$ cat src/rtl/addsub_arbiter_pkg.sv
// Shared encodings for the add/sub arbiter: FSM states and operation codes.
// Latency: none (definitions only).
// Backpressure: none (definitions only).
package addsub_arbiter_pkg;

  typedef enum logic [1:0] {
    ST_IDLE = 2'd0,
    ST_EXEC = 2'd1,
    ST_RESP = 2'd2
  } state_t;

  localparam logic OP_ADD = 1'b0;
  localparam logic OP_SUB = 1'b1;

endpackage

$ cat src/rtl/addsub_core.sv
// Signed add/subtract of two W-bit operands into an exact W+1-bit result.
// Latency: purely combinational.
// Backpressure: none; the caller registers the result.
module addsub_core
  import addsub_arbiter_pkg::*;
#(
  parameter int W = 4
) (
  input  logic [W-1:0] a,
  input  logic [W-1:0] b,
  input  logic         op,
  output logic [W:0]   y
);

  logic [W:0] a_ext;
  logic [W:0] b_ext;

  // One extra sign bit makes every sum/difference representable.
  assign a_ext = {a[W-1], a};
  assign b_ext = {b[W-1], b};

  // Select add or subtract on the sign-extended operands.
  always_comb begin
    y = (op == OP_ADD) ? (a_ext + b_ext) : (a_ext - b_ext);
  end

endmodule

$ cat src/rtl/addsub_arbiter.sv
// Round-robin shares one add/sub core among N_REQ valid/ready requesters.
// Latency: accept at T, result valid at T+2; at most one operation per 3 cycles.
// Backpressure: holds the response (and blocks new grants) until rsp_ready of the granted requester.
module addsub_arbiter
  import addsub_arbiter_pkg::*;
#(
  parameter int N_REQ = 4,
  parameter int W     = 4
) (
  input  logic               clk,
  input  logic               rst,
  input  logic [N_REQ-1:0]   req_valid,
  output logic [N_REQ-1:0]   req_ready,
  input  logic [N_REQ*W-1:0] req_a,
  input  logic [N_REQ*W-1:0] req_b,
  input  logic [N_REQ-1:0]   req_op,
  output logic [N_REQ-1:0]   rsp_valid,
  input  logic [N_REQ-1:0]   rsp_ready,
  output logic [W:0]         rsp_data,
  output logic               busy,
  output logic [7:0]         done_count
);

  localparam int IW = (N_REQ > 1) ? $clog2(N_REQ) : 1;

  state_t        state;
  state_t        state_nxt;
  logic [IW-1:0] last_grant;
  logic [IW-1:0] grant_idx;
  logic          grant_any;
  logic [IW-1:0] g_q;
  logic [W-1:0]  a_q;
  logic [W-1:0]  b_q;
  logic          op_q;
  logic [W:0]    core_y;
  logic          rsp_hs;

  addsub_core #(.W(W)) u_core (
    .a  (a_q),
    .b  (b_q),
    .op (op_q),
    .y  (core_y)
  );

  // Round-robin pick: first valid requester after last_grant, wrapping.
  always_comb begin
    grant_any = 1'b0;
    grant_idx = last_grant;
    for (int k = 1; k <= N_REQ; k++) begin
      if (!grant_any && req_valid[(int'(last_grant) + k) % N_REQ]) begin
        grant_any = 1'b1;
        grant_idx = IW'((int'(last_grant) + k) % N_REQ);
      end
    end
  end

  assign rsp_hs = (state == ST_RESP) && rsp_ready[g_q];

  // State register.
  always_ff @(posedge clk) begin
    if (rst) state <= ST_IDLE;
    else     state <= state_nxt;
  end

  // Next-state logic.
  always_comb begin
    state_nxt = state;
    case (state)
      ST_IDLE: if (grant_any) state_nxt = ST_EXEC;
      ST_EXEC: state_nxt = ST_RESP;
      ST_RESP: if (rsp_hs) state_nxt = ST_IDLE;
      default: state_nxt = ST_IDLE;
    endcase
  end

  // Handshake outputs; req_ready is masked during reset so nothing looks accepted.
  always_comb begin
    req_ready = '0;
    rsp_valid = '0;
    if (state == ST_IDLE && grant_any && !rst) req_ready[grant_idx] = 1'b1;
    if (state == ST_RESP)                      rsp_valid[g_q]       = 1'b1;
    busy = (state != ST_IDLE);
  end

  // Operand capture, result register, grant history and completion counter.
  always_ff @(posedge clk) begin
    if (rst) begin
      a_q        <= '0;
      b_q        <= '0;
      op_q       <= 1'b0;
      g_q        <= '0;
      last_grant <= IW'(N_REQ - 1);
      rsp_data   <= '0;
      done_count <= 8'd0;
    end else begin
      if (state == ST_IDLE && grant_any) begin
        a_q  <= req_a[int'(grant_idx)*W +: W];
        b_q  <= req_b[int'(grant_idx)*W +: W];
        op_q <= req_op[grant_idx];
        g_q  <= grant_idx;
      end
      if (state == ST_EXEC) rsp_data <= core_y;
      if (rsp_hs) begin
        done_count <= done_count + 8'd1;
        last_grant <= g_q;
      end
    end
  end

endmodule

$ cat config.mk
export PLATFORM = sky130hd
export DESIGN_NAME = addsub_arbiter
export DESIGN_NICKNAME = d
export VERILOG_FILES = /design/src/rtl/addsub_arbiter_pkg.sv /design/src/rtl/addsub_core.sv /design/src/rtl/addsub_arbiter.sv
export SDC_FILE = /design/constraint.sdc
export NUM_CORES = 1
export LEC_CHECK = 0
export ABC_AREA = 1
export BUFFER_PORTS_ARGS = -buffer_cell sky130_fd_sc_hd__clkbuf_2
export CORE_MARGIN = 2
export CORE_UTILIZATION = 30
export DETAILED_ROUTE_END_ITERATION = 10
export SETUP_SLACK_MARGIN = 0.05
export SLEW_MARGIN = 15
export SYNTH_ARGS = -nofsm -noshare
export SYNTH_HDL_FRONTEND = slang
export SYNTH_SLANG_ARGS = --single-unit
$ cat constraint.sdc
create_clock -name clk -period 1.8 [get_ports clk]
set_input_delay 0.36 -clock clk [delete_from_list [all_inputs] [get_ports clk]]
set_output_delay 0.36 -clock clk [all_outputs]
set_load 0.01 [all_outputs]
# ---- Word level (Yosys, flattened, before mapping)
# Cells that the tools add are included.
# Widths: inputs -> output; s select.
dict set report word_totals {
  register_bits 28
  in_bits 46
  output_inout_bits 22
  wordCells 86
}
dict set report classes {
  add_sub_neg 7
  n_lt_le_gt_ge 8
  eq_ne 4
  shift 2
  n_mux 34
  bitwise 4
  reduce_logical 19
}
# cell count
set ops {}
lappend ops {{$shiftx 16x5->4} 2}
lappend ops {{$lt 3x4->1 const B} 4}
lappend ops {{$mux 1} 16}
lappend ops {{$bmux 1 s2} 6}
lappend ops {{$mux 2} 6}
lappend ops {{$add 8x1->8 const B} 1}
lappend ops {{$logic_and 1x1->1} 8}
lappend ops {{$mux 4} 2}
lappend ops {{$reduce_or 2->1} 4}
lappend ops {{$lt 2x3->1 const B} 2}
lappend ops {{$pmux 2 s3} 1}
lappend ops {{$add 4x4->5} 1}
lappend ops {{$mux 5} 1}
lappend ops {{$sub 4x4->5} 1}
lappend ops {{$add 2x1->2 const B} 2}
lappend ops {{$add 2x2->2 const B} 2}
lappend ops {{$and 1x1->1 const A} 4}
lappend ops {{$demux 1 s2} 2}
lappend ops {{$ge 2x1->1 const B} 2}
lappend ops {{$logic_not 1->1} 4}
lappend ops {{$ne 2x2->1 const B} 2}
lappend ops {{$eq 2x1->1 const B} 1}
lappend ops {{$eq 2x2->1 const B} 1}
lappend ops {{$logic_not 2->1} 1}
lappend ops {{other kinds (2)} 2}

# ---- Depth between registers and ports, before layout
dict set report logic_depth {
  word_depth 21
  mapped_depth 16
  mapped_depth_nobuf 15
}

# ---- Hierarchy
# Synthesis repeated with hierarchy kept, for this count alone.
dict set report hier_totals {
  hier_cells 342
  hier_area_um2 2197.1
}
# module n_inst cells_each area_per_inst_um2 seq_area_each_um2
set modules_own_cells {}
lappend modules_own_cells {addsub_arbiter 1 297 1931.9 560.5}
lappend modules_own_cells {addsub_core 1 45 265.3 0.0}

# ---- Worst setup path after synthesis
# OpenSTA, ideal clock, no wires.
dict set report synth_path {
  path_kind {reg2out}
  startpoint {register last_grant[1]}
  endpoint {output req_ready[2]}
  arrival_ns 1.558
  t_required_ns 1.440
  setup_slack_ns -0.118
  path_stages_with_launch 12
  path_buffers 2
  cell_sequence {dfxtp_1 -> buf_4 -> clkinv_1 -> nand2_1 -> nand2_2 -> nand2_4 -> nand2_4 -> or2_0 -> nand3_1 -> nand2_2 -> buf_6 -> nor3_2}
}
dict set report synth_via {
  elab_chain_len 19
  elab_cells_between_ends 38
  cone_classes {add/sub (4); order compare (2); mux (23); reduce/logical (9)}
}
# item line
set synth_rtl {}
lappend synth_rtl {{start: declaration} addsub_arbiter.sv:28} ;# logic [IW-1:0] last_grant;
lappend synth_rtl {{start signal: assignment} addsub_arbiter.sv:92} ;# last_grant <= IW'(N_REQ - 1);
lappend synth_rtl {{start signal: assignment} addsub_arbiter.sv:105} ;# last_grant <= g_q;
lappend synth_rtl {{$add 2x1->2} {addsub_arbiter.sv:50, addsub_arbiter.sv:52}}
lappend synth_rtl {{$bmux 1 s2} addsub_arbiter.sv:50} ;# if (!grant_any && req_valid[(int'(last_grant) + k) % N_REQ]) begin
lappend synth_rtl {{$mux 1 (not written as such) (2 in series)} addsub_arbiter.sv:50}
lappend synth_rtl {{$mux 1} addsub_arbiter.sv:50}
lappend synth_rtl {{$logic_not 1->1} addsub_arbiter.sv:50}
lappend synth_rtl {{$logic_and 1x1->1} addsub_arbiter.sv:50}
lappend synth_rtl {{$mux 1} addsub_arbiter.sv:50}
lappend synth_rtl {{$logic_not 1->1} addsub_arbiter.sv:50}
lappend synth_rtl {{(+2 left out)} -}
lappend synth_rtl {{$logic_not 1->1} addsub_arbiter.sv:50}
lappend synth_rtl {{$logic_and 1x1->1} addsub_arbiter.sv:50}
lappend synth_rtl {{$mux 2} addsub_arbiter.sv:50}
lappend synth_rtl {{$lt 2x3->1 (not written as such) or $ge 2x1->1 (tied branches)} addsub_arbiter.sv:80} ;# if (state == ST_IDLE && grant_any && !rst) req_ready[grant_idx] = 1'b1;
lappend synth_rtl {{$logic_and 1x1->1 (not written as such)} addsub_arbiter.sv:80}
lappend synth_rtl {{$mux 1 (not written as such)} addsub_arbiter.sv:80}
lappend synth_rtl {{$demux 1 s2} addsub_arbiter.sv:80}
lappend synth_rtl {{$mux 4 (*)} addsub_arbiter.sv:80}
lappend synth_rtl {{end: declaration} addsub_arbiter.sv:13} ;# output logic [N_REQ-1:0] req_ready,
# Mark *: on every way between the ends. The rest lies on a longest branch, timed or not. The select of a mux whose other input is x is not followed.

# ---- Final worst setup path
dict set report layout_path {
  startpoint {register last_grant[0]}
  endpoint {output req_ready[2]}
}
# The elaborated chain is that of the path after synthesis.

==> impl_results.md <==
* Outcome: finished, violations left
* Failing checks: setup timing
* Setup violators final at 13
* Tightest Hold Check Type: in2reg
* Post-route ant nets at 0
* Die height at 87.9 um
* Cts bufs inserted at 3
* Synth top area cells: dfxtp_1 (27%), nand2_1 (14%), nand3_1 (12%)
* Worst Skew at 0.00377 ns
* Crit path capture type: output port
* Slew HR at 76.8%
* Remaining DRCs at 0
* Crit path required time at 1.44 ns
* Cell count after synthesis at 321
* RSZ-0062 raised after global routing: true
* WHS Endpoint: state[0]
* Filler cells at 678
* TritonCTS Sinks at 28
* Sequential element share of the synthesized area at 26.5%
* Max-slew violation count at 0
* Final period utilization at 124%
* Layout area overhead at 60.0%
* Max_cap viols at 0
* Net Count, Synth at 374
* Routed WL at 6230 um
* EDFF count, synth at 0
* CTS Hold Buffers Added at 0
* # port buffers at 67
* All-Layer GR Usage at 15.7%
* Pwr dens at 1200 nW/um^2
* Synth area leader: dfxtp_1
* Register Area at 571 um^2
* Fin. Hold Viols at 0
* CP Class: reg2out
* Cell Area, Placed at 2790 um^2
* Total Neg Setup Slack at -3.58 ns
* Reg2reg end: b_q[3]
* FF-to-FF Start: last_grant[0]
* Vias at 2418
* Setup ws final at -0.430 ns
* Leakage at 1.73 nW
* Max Fclk at 448 MHz
* Tmin final at 2.23 ns
* Drt pass-1 iters at 4
* Syn_area_per_cell at 6.58 um^2
* Reg2reg path depth at 19
* WHS Path Cells at 2
* Clk root buf: clkbuf_8
* HPWL after detailed placement at 4350 um
* FF+latch count, synth at 28
* Initial drt markers at 59
* Post-synth ARST share at 0%
* CP max FO at 8
* Skew-Pair Late Insertion Delay at 0.27 ns
* Clock transition at path regs at 0.10 ns
* Crit path largest cell delay at 0.46 ns
* Number of core rows at 30
* Vias in the first global route at 2305
* Pin count of the biggest net entering global routing at 17
* WP data arrival at 1.87 ns
* Initial core utilization at 31.1%
* CTS tree: built
* Die Width at 87.9 um
* Synthesized area at 2110 um^2
* I/O Pins at 68
* Final-stage net count at 488
* H-tree Lvls at 1
* Vias per cell at 4.56
* # diodes at 0
* Worst-Margin Slew at 0.346 ns
* Wire per inst at 11.8 um
* Total grt overflow at 0
* RePlAce Congestion at 0.886
* CP Cell Sequence: inv_8 -> nand2_2 -> nand2_4 -> nand2_4 -> nand2_4 -> or2_4 -> nand3_4 -> nand2_8 -> nor3_4 -> buf_6
* Layout cells sized above 1 at 50.2%
* Area occupied by multi-input gates at 1620 um^2
* Post-layout instance area at 3380 um^2
* Slowest CP cell: dfxtp_4
* Clk buf depth at 2
* Distinct cells, synth at 35
* Yosys warns at 0
* Worst VDD drop at 0.473 mV
* CP startpoint kind: register
* Ys flop type: dfxtp_1
* First-pass GRT wire length at 9940 um
* Die area at 7730 um^2
* Crit-path most repeated cell: nand2_4
* Flop2flop setup slack at -0.27 ns
* Initial antenna violation count at 0
* Top-area cell type share of the netlist area at 26.5%
* Core area at 6790 um^2
* Worst hold start: rst
[worst max-delay path, delay by kind of cell (launching register included)]
family / cells / cell delay [ns]
flip-flops: 1 / 0.46
AND/OR/NAND/NOR: 8 / 0.94
buffers and inverters: 2 / 0.19
[routing by layer]
metal | GRT usage, % | wire length [um] | up-vias
met1 | 20.4 | 2680 | 1098
met2 | 28.1 | 3270 | 53
met4 | 0.839 | 15 | 0
li1 | - | - | 1265
met3 | 3.20 | 266 | 2
met5 | 0 | 0 | -
[flip-flops by register name (all words and copies together) (netlist names)]
register	flops
done_count	8
rsp_data	5
a_q	4
b_q	4
g_q	2
last_grant	2
state	2
op_q	1
[report_power, final]
part	switching, mW	internal (mW)	leakage (nW)
clock	0.201	0.298	0.0357
sequential	0.132	0.762	0.230
combinational	1.41	1.25	1.47
total	1.74	2.31	1.73
[placed cells by master (no fill, tap or decap), types with 5 or more instances in the layout]
| cell type | n |
|---|---|
| ha_1 | 5 |
| nor2_1 | 16 |
| o21ai_0 | 10 |
| nand2_2 | 19 |
| nor3_1 | 6 |
| buf_4 | 37 |
| dfxtp_1 | 24 |
| clkbuf_2 | 63 |
| nand2_4 | 20 |
| a21oi_1 | 9 |
| nand2_1 | 60 |
| buf_6 | 13 |
| inv_1 | 35 |
| nand3_1 | 29 |
| nand3_2 | 20 |
| inv_2 | 8 |
[worst max path at each step]
stage | from | end | cells past startpoint
6_report | last_grant[0] | req_ready[2] | 10
5_1_grt | last_grant[0] | req_ready[2] | 10
4_1_cts | last_grant[0] | req_ready[3] | 10
3_5_place_dp | last_grant[0] | req_ready[3] | 12
3_3_place_gp | last_grant[0] | req_ready[3] | 12
2_1_floorplan | last_grant[0] | req_ready[3] | 12
[Yosys cell counts, types with 2 or more instances]
master    count
o21a_1        2
nand2_1      77
inv_2         2
nand3_1      51
nor3b_1       2
ha_1          6
a21oi_1      12
o21ai_0      15
nor2_1       18
dfxtp_1      28
nand2_2      15
buf_6         3
o211ai_1      2
xor2_1        4
nor3_1        8
nand2_4       8
a31oi_1       4
inv_1        42
clkbuf_1      3
clkinv_1      2
nand4_1       3
[cell families (layout without fill, tap and decap cells)]
| kind of cell | after synthesis | count (layout) | synth area share [%] |
|---|---|---|---|
| AOI/OAI and AO/OA | 37 | 37 | 9.65 |
| xor gates and xnor gates | 5 | 5 | 2.07 |
| adders and majority gates | 7 | 7 | 4.50 |
| buffers and inverters | 56 | 169 | 12.3 |
| DFF | 28 | 28 | 26.5 |
| and+or+nand+nor | 188 | 188 | 44.9 |
[cell type report]
cell class              instances  share of cell area (%)
clock buffers                   3                    1.22
clock inverters                 1                   0.888
inverters                      48                    6.36
multi-input cells             237                    47.8
flip-flops and latches         28                    16.9
well taps                      96                    3.55
repair buffers                116                    23.2
repair inverters                1                   0.111
[metrics by stage]
step | instances | power [mW] | hold slack [ns] | setup WS (ns) | util [%]
floorplan | 321 | 2.31 | 0.426 | -0.0461 | -
global placement | 505 | 2.91 | 0.445 | -0.134 | 41.0
detailed placement | 505 | 2.92 | 0.443 | -0.207 | 41.0
CTS | 523 | 3.71 | 0.376 | -0.434 | 45.5
global route | 530 | 4.41 | 0.391 | -0.533 | 49.8
finish | 530 | 4.05 | 0.388 | -0.430 | 49.8
[repair_timing]
item                       in CTS  in global routing
cloned                          1                  0
setup endpoints to repair      16                 21
setup buffers                  13                 10
pin swaps                      31                 22
gates resized for setup        39                 59
Power figures use the tool's default switching activity.
